## src/rtl/pc_ctrl_if.sv

```systemverilog
// Fetch-control bundle between hazard/redirect logic and the PC sequencer.
// Master drives requests and current PC; slave (pc_ctrl) returns next-PC controls.
interface pc_ctrl_if;
  logic [31:0] pc_i;
  logic        stall_i;
  logic        jump_i;
  logic [31:0] jump_target_i;
  logic        branch_i;
  logic [31:0] branch_target_i;
  logic [31:0] pc_next_o;
  logic        hazardpc_o;
  logic        flush_o;
  logic        halt_o;
  logic        misalign_o;
  logic [31:0] cycle_cnt_o;

  modport master (
    output pc_i,
    output stall_i,
    output jump_i,
    output jump_target_i,
    output branch_i,
    output branch_target_i,
    input  pc_next_o,
    input  hazardpc_o,
    input  flush_o,
    input  halt_o,
    input  misalign_o,
    input  cycle_cnt_o
  );

  modport slave (
    input  pc_i,
    input  stall_i,
    input  jump_i,
    input  jump_target_i,
    input  branch_i,
    input  branch_target_i,
    output pc_next_o,
    output hazardpc_o,
    output flush_o,
    output halt_o,
    output misalign_o,
    output cycle_cnt_o
  );
endinterface

```

## src/rtl/pc_ctrl.sv

```systemverilog
// Next-PC sequencer: branch/jump/stall select, flush window, halt park.
// Optional misaligned-redirect trap enabled by PC_CTRL_MISALIGN_TRAP_EN.
module pc_ctrl #(
  parameter logic [31:0] RESET_ADDR   = 32'd0,
  parameter logic [31:0] HALT_ADDR    = 32'd248,
  parameter int unsigned FLUSH_CYCLES = 1
) (
  input logic   clk_i,
  input logic   start_i,
  pc_ctrl_if.slave bus
);

  typedef enum logic [1:0] {
    RUN   = 2'd0,
    FLUSH = 2'd1,
    HALT  = 2'd2
  } state_e;

  state_e      state_q;
  state_e      state_d;
  logic [1:0]  fcnt_q;
  logic [1:0]  fcnt_d;
  logic [31:0] cnt_q;

  logic [31:0] tgt;
  logic [31:0] tgt_aligned;
  logic        redirect;
  logic        bad_tgt;
  logic [31:0] pc_next;
  logic        hazardpc;
  logic        flush;

  always_comb begin
    tgt         = bus.branch_i ? bus.branch_target_i
                               : bus.jump_target_i;
    tgt_aligned = tgt & 32'hFFFF_FFFC;
    redirect    = (state_q != HALT)
                & (bus.branch_i | bus.jump_i);
  end

`ifdef PC_CTRL_MISALIGN_TRAP_EN
  logic mis_q;

  assign bad_tgt = redirect & (tgt[1:0] != 2'b00);

  always_ff @(posedge clk_i or negedge start_i) begin
    if (!start_i) begin
      mis_q <= 1'b0;
    end else if (bad_tgt) begin
      mis_q <= 1'b1;
    end
  end

  assign bus.misalign_o = mis_q;
`else
  assign bad_tgt        = 1'b0;
  assign bus.misalign_o = 1'b0;
`endif

  always_comb begin
    state_d  = state_q;
    fcnt_d   = fcnt_q;
    pc_next  = bus.pc_i + 32'd4;
    hazardpc = 1'b0;
    flush    = 1'b0;
    unique case (state_q)
      HALT: begin
        pc_next  = bus.pc_i;
        hazardpc = 1'b1;
      end
      RUN, FLUSH: begin
        flush = (state_q == FLUSH);
        if (redirect) begin
          flush   = 1'b1;
          pc_next = bad_tgt ? HALT_ADDR : tgt_aligned;
          if (FLUSH_CYCLES > 1) begin
            state_d = FLUSH;
            fcnt_d  = 2'(FLUSH_CYCLES - 1);
          end else begin
            state_d = RUN;
            fcnt_d  = 2'd0;
          end
        end else begin
          if (bus.stall_i) begin
            pc_next  = bus.pc_i;
            hazardpc = 1'b1;
          end
          // halt check outranks closing the flush window
          if (bus.pc_i == HALT_ADDR) begin
            state_d = HALT;
            fcnt_d  = 2'd0;
          end else if (state_q == FLUSH) begin
            if (fcnt_q <= 2'd1) begin
              state_d = RUN;
              fcnt_d  = 2'd0;
            end else begin
              fcnt_d = fcnt_q - 2'd1;
            end
          end
        end
      end
      default: begin
        state_d = RUN;
        fcnt_d  = 2'd0;
      end
    endcase
  end

  always_ff @(posedge clk_i or negedge start_i) begin
    if (!start_i) begin
      state_q <= RUN;
      fcnt_q  <= 2'd0;
    end else begin
      state_q <= state_d;
      fcnt_q  <= fcnt_d;
    end
  end

  always_ff @(posedge clk_i or negedge start_i) begin
    if (!start_i) begin
      cnt_q <= 32'd0;
    end else if (state_q != HALT) begin
      cnt_q <= cnt_q + 32'd1;
    end
  end

  // reset must win combinationally on the PC-register inputs
  assign bus.pc_next_o   = start_i ? pc_next : RESET_ADDR;
  assign bus.hazardpc_o  = start_i & hazardpc;
  assign bus.flush_o     = start_i & flush;
  assign bus.halt_o      = (state_q == HALT);
  assign bus.cycle_cnt_o = cnt_q;

endmodule
```

## src/flat_wrapper.sv

```systemverilog
// flat-port wrapper written by rule: the top's interface ports become plain ports
module pc_ctrl_flat 
#(
  parameter logic [31:0] RESET_ADDR   = 32'd0,
  parameter logic [31:0] HALT_ADDR    = 32'd248,
  parameter int unsigned FLUSH_CYCLES = 1
)
  (clk_i, start_i, bus_pc_i, bus_stall_i, bus_jump_i, bus_jump_target_i, bus_branch_i, bus_branch_target_i, bus_pc_next_o, bus_hazardpc_o, bus_flush_o, bus_halt_o, bus_misalign_o, bus_cycle_cnt_o);
  pc_ctrl_if bus_i ();
  input logic clk_i;
  input logic start_i;
  input wire logic [$bits(bus_i.pc_i)-1:0] bus_pc_i;
  input wire logic [$bits(bus_i.stall_i)-1:0] bus_stall_i;
  input wire logic [$bits(bus_i.jump_i)-1:0] bus_jump_i;
  input wire logic [$bits(bus_i.jump_target_i)-1:0] bus_jump_target_i;
  input wire logic [$bits(bus_i.branch_i)-1:0] bus_branch_i;
  input wire logic [$bits(bus_i.branch_target_i)-1:0] bus_branch_target_i;
  output wire logic [$bits(bus_i.pc_next_o)-1:0] bus_pc_next_o;
  output wire logic [$bits(bus_i.hazardpc_o)-1:0] bus_hazardpc_o;
  output wire logic [$bits(bus_i.flush_o)-1:0] bus_flush_o;
  output wire logic [$bits(bus_i.halt_o)-1:0] bus_halt_o;
  output wire logic [$bits(bus_i.misalign_o)-1:0] bus_misalign_o;
  output wire logic [$bits(bus_i.cycle_cnt_o)-1:0] bus_cycle_cnt_o;
  assign bus_i.pc_i = bus_pc_i;
  assign bus_i.stall_i = bus_stall_i;
  assign bus_i.jump_i = bus_jump_i;
  assign bus_i.jump_target_i = bus_jump_target_i;
  assign bus_i.branch_i = bus_branch_i;
  assign bus_i.branch_target_i = bus_branch_target_i;
  assign bus_pc_next_o = bus_i.pc_next_o;
  assign bus_hazardpc_o = bus_i.hazardpc_o;
  assign bus_flush_o = bus_i.flush_o;
  assign bus_halt_o = bus_i.halt_o;
  assign bus_misalign_o = bus_i.misalign_o;
  assign bus_cycle_cnt_o = bus_i.cycle_cnt_o;
  pc_ctrl #(.RESET_ADDR(RESET_ADDR), .HALT_ADDR(HALT_ADDR), .FLUSH_CYCLES(FLUSH_CYCLES)) u_core (.clk_i(clk_i), .start_i(start_i), .bus(bus_i));
endmodule
```

## config.mk

```make
export PLATFORM = sky130hd
export DESIGN_NAME = pc_ctrl_flat
export DESIGN_NICKNAME = d
export VERILOG_FILES = /design/src/rtl/pc_ctrl_if.sv /design/src/rtl/pc_ctrl.sv /design/src/flat_wrapper.sv
export SDC_FILE = /design/constraint.sdc
export NUM_CORES = 1
export LEC_CHECK = 0
export CORE_MARGIN = 5
export CORE_UTILIZATION = 43
export DETAILED_ROUTE_END_ITERATION = 6
export PLACE_DENSITY_LB_ADDON = 0.25
export SLEW_MARGIN = 15
export SYNTH_ARGS = -nofsm -noshare
export SYNTH_HDL_FRONTEND = slang
export SYNTH_SLANG_ARGS = --single-unit
```

## constraint.sdc

```tcl
create_clock -name clk_i -period 2.8 [get_ports clk_i]
set_input_delay 0.42 -clock clk_i [delete_from_list [all_inputs] [get_ports clk_i]]
set_output_delay 0.42 -clock clk_i [all_outputs]
set_load 0.03 [all_outputs]
```

# Word-level counts from Yosys, hierarchy flattened
# Index checks and enable logic that the tools add are counted.
[word_totals]
regBits = 36
latch_bits = 0
ramBits = 0
rom_bits = 0
in_bits = 101
output_inout_bits = 68
word_cells = 42
n_memories = 0
[op_classes]
addsub = 3
multipliers = 0
n_div = 0
n_lt_le_gt_ge = 1
n_eq_ne = 6
shifts = 0
mux = 20
bitwise = 5
n_reduce_logical = 4
[ops]
columns = ["op", "count"]
rows = [
  ["32-bit 2-to-1 mux", 4],
  ["32-bit one-hot mux with 2 select lines", 1],
  ["32-bit by 1-bit adder with 32-bit output (second input constant)", 1],
  ["32-bit by 3-bit adder with 32-bit output (second input constant)", 1],
  ["32-bit by 8-bit equality test with 1-bit output (second input constant)", 1],
  ["2-bit 2-to-1 mux", 8],
  ["4-bit by 1-bit inequality test with 1-bit output (second input constant)", 2],
  ["2-bit one-hot mux with 2 select lines", 2],
  ["1-bit 2-to-1 mux", 4],
  ["1-bit bitwise AND", 3],
  ["3-bit AND reduction", 1],
  ["2-bit by 1-bit equality test with 1-bit output (second input constant)", 1],
  ["2-bit equality test (second input constant)", 1],
  ["2-bit by 1-bit less-or-equal comparator with 1-bit output (second input constant)", 1],
  ["2-bit zero test", 1],
  ["2-bit inequality test (second input constant)", 1],
  ["1-bit one-hot mux with 2 select lines", 1],
  ["2-bit AND reduction", 1],
  ["2-bit OR reduction", 1],
  ["2-bit by 1-bit subtractor with 2-bit output (second input constant)", 1],
  ["1-bit inverter", 1],
  ["1-bit OR", 1],
]

# Logic depth before layout (Yosys ltp)
[logic_depth]
ltp_word = 6
mapped_depth = 6
ltp_nobuf = 6

# Worst setup path before layout
# No wires, ideal clock.
[synth_path]
kind = "input -> output"
startpoint = "input bus_pc_i[18]"
endpoint = "output bus_pc_next_o[31]"
arrival_time_ns = 2.197
t_required_ns = 2.380
setup_slack_ns = 0.183
path_stages = 6
path_buffers = 1
cell_sequence = "buf_2 > nand4_1 > nor3_1 > and3_1 > nand4_1 > a211oi_1"
[synth_between]
elab_chain_len = 5
[synth_rtl]
columns = ["item", "line_no", "source"]
rows = [
  ["from (decl)", "flat_wrapper.sv:12", "input wire logic [$bits(bus_i.pc_i)-1:0] bus_pc_i;"],
  ["32-bit by 3-bit adder with 32-bit output (*)", "pc_ctrl.sv:63", "pc_next = bus.pc_i + 32'd4;"],
  ["32-bit 2-to-1 mux", "pc_ctrl.sv:84", "if (bus.stall_i) begin"],
  ["32-bit 2-to-1 mux", "pc_ctrl.sv:73", "if (redirect) begin"],
  ["32-bit one-hot mux with 2 select lines (*)", "pc_ctrl.sv:66", "unique case (state_q)"],
  ["32-bit 2-to-1 mux (*)", "pc_ctrl.sv:128", "assign bus.pc_next_o = start_i ? pc_next : RESET_ADDR;"],
  ["to (decl)", "flat_wrapper.sv:18", "output wire logic [$bits(bus_i.pc_next_o)-1:0] bus_pc_next_o;"],
]
# Mark *: on every way between the ends. The rest lies on a longest branch, timed or not.

# Final worst setup path
[layout_path]
startpoint = "input bus_pc_i[8]"
endpoint = "output bus_pc_next_o[31]"
# Same word-level chain as after synthesis.

==> results.md <==
* Required @ worst endpoint at roughly 2400 ps
* Fillers at 571
* Clock tree from TritonCTS: yes
* Critical path launch point type: input pin
* Critical path's most frequent cell: and4b_2
* Startpoint-to-endpoint class of the critical path: in2out
* Mean Syn Cell Area at about 7.9 sq um
* Largest net degree at the start of global routing at 27
* Buffer cell driving the clock tree root: clkbuf_8
* Number of global-route vias before repair at slightly above 4000
* Combinational family with the most area after synthesis: simple AND/OR/NAND/NOR gates
* Adder-cell share of the synthesized area at 1.19%
* Cells along the critical path: clkdlybuf4s50_1, and4b_2, and4b_2, and3_1, nand4_1, a211oi_2, buf_4
* DRC violations left at 0
* Fraction of synthesized area in multiplexers at 3.24%
* Post-CTS Hold Fix Bufs at 0
* Class of the worst hold path: in2async
* Vias per std cell at a little under 6
* Cell depth of the worst flop-to-flop path at 5
* Post-synth EDFFs at 0
* Number of cells on the critical path at 7
* Effective utilization at floorplan at roughly 44%
* Highest attainable clock frequency at 359 MHz
* Basic-gate share of the synthesized area counting and, or, nand and nor cells at between 30% and 40%
* Hold Vio Cnt, Final at 0
* Ports placed on the boundary at ~170
* Warning count from the yosys run at 0
* Htree depth at 2
* Clk sink count at 33
* Crit path DAT at 2360 ps
* Clock Latency Late Sink at a little under 300 ps
* Setup ws final at 16.0 ps
* Power Density at between 200 and 300 mW/mm^2
* Crit path capture type: output port
* Slowest stage cell on the critical path: clkdlybuf4s50_1
* Number of antenna violations at the first check in global routing at 0
* Peak supply drop at 221 uV
* Mapped Cells at 401
* Syn Std Cell Area at 0.00316 sq mm
* Global Route Usage Sum at 28.0%
* Worst slack at placement at -213 ps
* Flip-flop and latch count after synthesis at 33
* Via count at between 4000 and 5000
* Number of DRC markers after the initial detailed-route iteration at about 320
* Site row count at 31
* Detailed placer's ending HPWL at 10.3 mm
* Final clock skew at 6.88 ps
* Wire length per cell after detailed routing at about 19 um
* Static Leakage at 0.00234 uW
* Crit share post-route at 99.4%
* Antenna cells at 0
* Layout cell share with drive strength beyond 1 at 19.1%
* Highest fanout seen on the critical path at 3
* RSZ-0062 raised after global routing: yes
* DIE WIDTH at 95.8 um
* Reg-to-reg setup timing slack at 790 ps
* Synthesized-area fraction occupied by xor and xnor cells at roughly 8.9%
* Status: finished clean
* Post-layout minimum cycle time at about 2800 ps
* Post-synth net total at 505
* Number of setup violations in the final report at 0
* CTS Buf Count at 5
* Vert. Die Dim at 95.8 um
* Max-slew violation total from the final report at 0
* Global-route wire length before repair at 20.2 mm
* Post-layout nets at 701
* Area added between synthesis and finish at 68.8%
* Routability congestion estimate at around 0.94
* Pre-Repair DR Iteration Count at 5
* Dominant synthesized flop cell: dfrtp_1
* Share of the yosys chip area belonging to registers at between 20% and 30%
* Number of different library cells in the post-synthesis netlist at between 60 and 70
* Buffer depth of the longest clock path at 2
* Count of input and output buffers at 163
* Biggest cell delay along the critical path at 560 ps
* Post-synth ARST share at 100%
* Cell family with most CP delay: simple AND/OR/NAND/NOR gates
* Clock transition at path regs at 70 ps
* Power consumption at approximately 1400 uW
* Buf/Inv on CP at 2
* Number of routed nets with antenna violations at 0
* Synth Area in Compound Gates at 22.5%
* Core footprint at 0.00721 sq mm
* Global route overflow at 0
* Area of the die at around 0.0092 sq mm
* Total Routed Length at 13.1 mm
* Max-cap violations at 0
## worst register-to-register path: stages (launching register included)
cell,delay (ps)
dfrtp_1,520
and4b_1,420
nand3_1,200
nor4_4,440
nand4_1,170
xnor2_1,150
## layout by cell type, fill, tap and decap left out, types with 7 or more instances in the layout
master	netlist	routed
inv_1	8	8
clkdlybuf4s50_1	0	124
and2_1	9	8
nand3_1	20	18
dfrtp_1	33	33
buf_4	1	79
a21oi_1	25	25
nand2_1	42	42
mux2i_1	8	7
nor2_1	24	24
nor2b_1	8	7
nor3_1	10	10
xnor2_1	26	26
and3_1	16	16
o21ai_0	22	21
nand4_1	20	20
## per-layer routing
metal | wire (um) | track usage [%] | vias to the layer above
met5 | 0 | 0 | -
met4 | 263 | 9.00 | 0
met3 | 1210 | 4.77 | 32
met2 | 6510 | 48.8 | 246
met1 | 5080 | 35.0 | 1952
li1 | - | - | 1919
## Yosys cell counts, types with 6 or more instances
cell type	n	share of area (%)
clkbuf_1	18	2.1
nand3_1	20	3.2
nand2_1	42	5.0
inv_1	8	0.95
a221o_1	6	1.9
dfrtp_1	33	26
xnor2_1	26	7.2
and2_1	9	1.8
nor4_1	7	1.4
xor2_1	6	1.7
nand4_1	20	4.0
nor2b_1	8	1.6
a21oi_1	25	4.0
nor3_1	10	1.6
o21ai_0	22	3.5
mux2i_1	8	2.5
nor2_1	24	2.8
and3_1	16	3.2
and4_1	6	1.7
## power by group
part / switching [uW] / leakage [uW] / total [uW] / internal, uW
Combinational: 234 / 0.00182 / 475 / 241
Clock: 171 / 0.0000585 / 461 / 290
Sequential: 0 / 0.000456 / 477 / 477
Total: 405 / 0.00234 / 1410 / 1010
## flip-flops by register name, indices dropped and copies added (netlist names)
register,flops
u_core.state_q,1
u_core.bus.cycle_cnt_o,32
## path summary, 6_finish.rpt
kind | from | end
max reg2reg | u_core.state_q[1]$_DFFE_PN0P_ | u_core.bus.cycle_cnt_o[31]$_DFFE_PN0N_
min reg2reg | u_core.bus.cycle_cnt_o[31]$_DFFE_PN0N_ | u_core.bus.cycle_cnt_o[31]$_DFFE_PN0N_
min in group clk_i | u_core.bus.cycle_cnt_o[31]$_DFFE_PN0N_ | u_core.bus.cycle_cnt_o[31]$_DFFE_PN0N_
max | bus_pc_i[8] | bus_pc_next_o[31]
max in group asynchronous | start_i | u_core.bus.cycle_cnt_o[9]$_DFFE_PN0N_
min | start_i | u_core.bus.cycle_cnt_o[30]$_DFFE_PN0N_
## layout make-up
class	count	area, sq um	area share (%)
clock buffer	7	86.3	1.62
multi-input combinational	334	2260	42.4
inverter	8	30.0	0.562
tap	99	124	2.32
clock inverter	1	30.0	0.562
timing repair buffer	215	1980	37.1
sequential	33	826	15.5
## logic make-up (layout without fill, tap and decap cells)
kind of cell               count (synthesis)  count (layout)
buffers and inverters                     34             231
xor gates and xnor gates                  32              32
DFF                                       33              33
and+or+nand+nor                          184             184
muxes                                     10              10
adders and majority gates                  3               3
other                                      1               1
AOI/OAI and AO/OA                        104             104
## per-stage QoR
stage / TNS, ps / hold slack (ps) / area (sq um) / std cells / util, %
4_1_cts: 0 / 208 / 5280 / 697 / 73.2
2_1_floorplan: 0 / 124 / 3160 / 401 / -
3_3_place_gp: -401 / 468 / 5140 / 688 / 71.2
6_report: 0 / 211 / 5340 / 697 / 74.0
5_1_grt: -16.0 / 213 / 5340 / 697 / 74.0
3_5_place_dp: -1190 / 474 / 5140 / 688 / 71.2
## repair_timing
item                       CTS  global route
pin swaps                    5             0
setup buffers                1             0
setup endpoints to repair   12            16
gates resized for setup      8            17
Note: power is estimated with default switching activity, not from simulation.
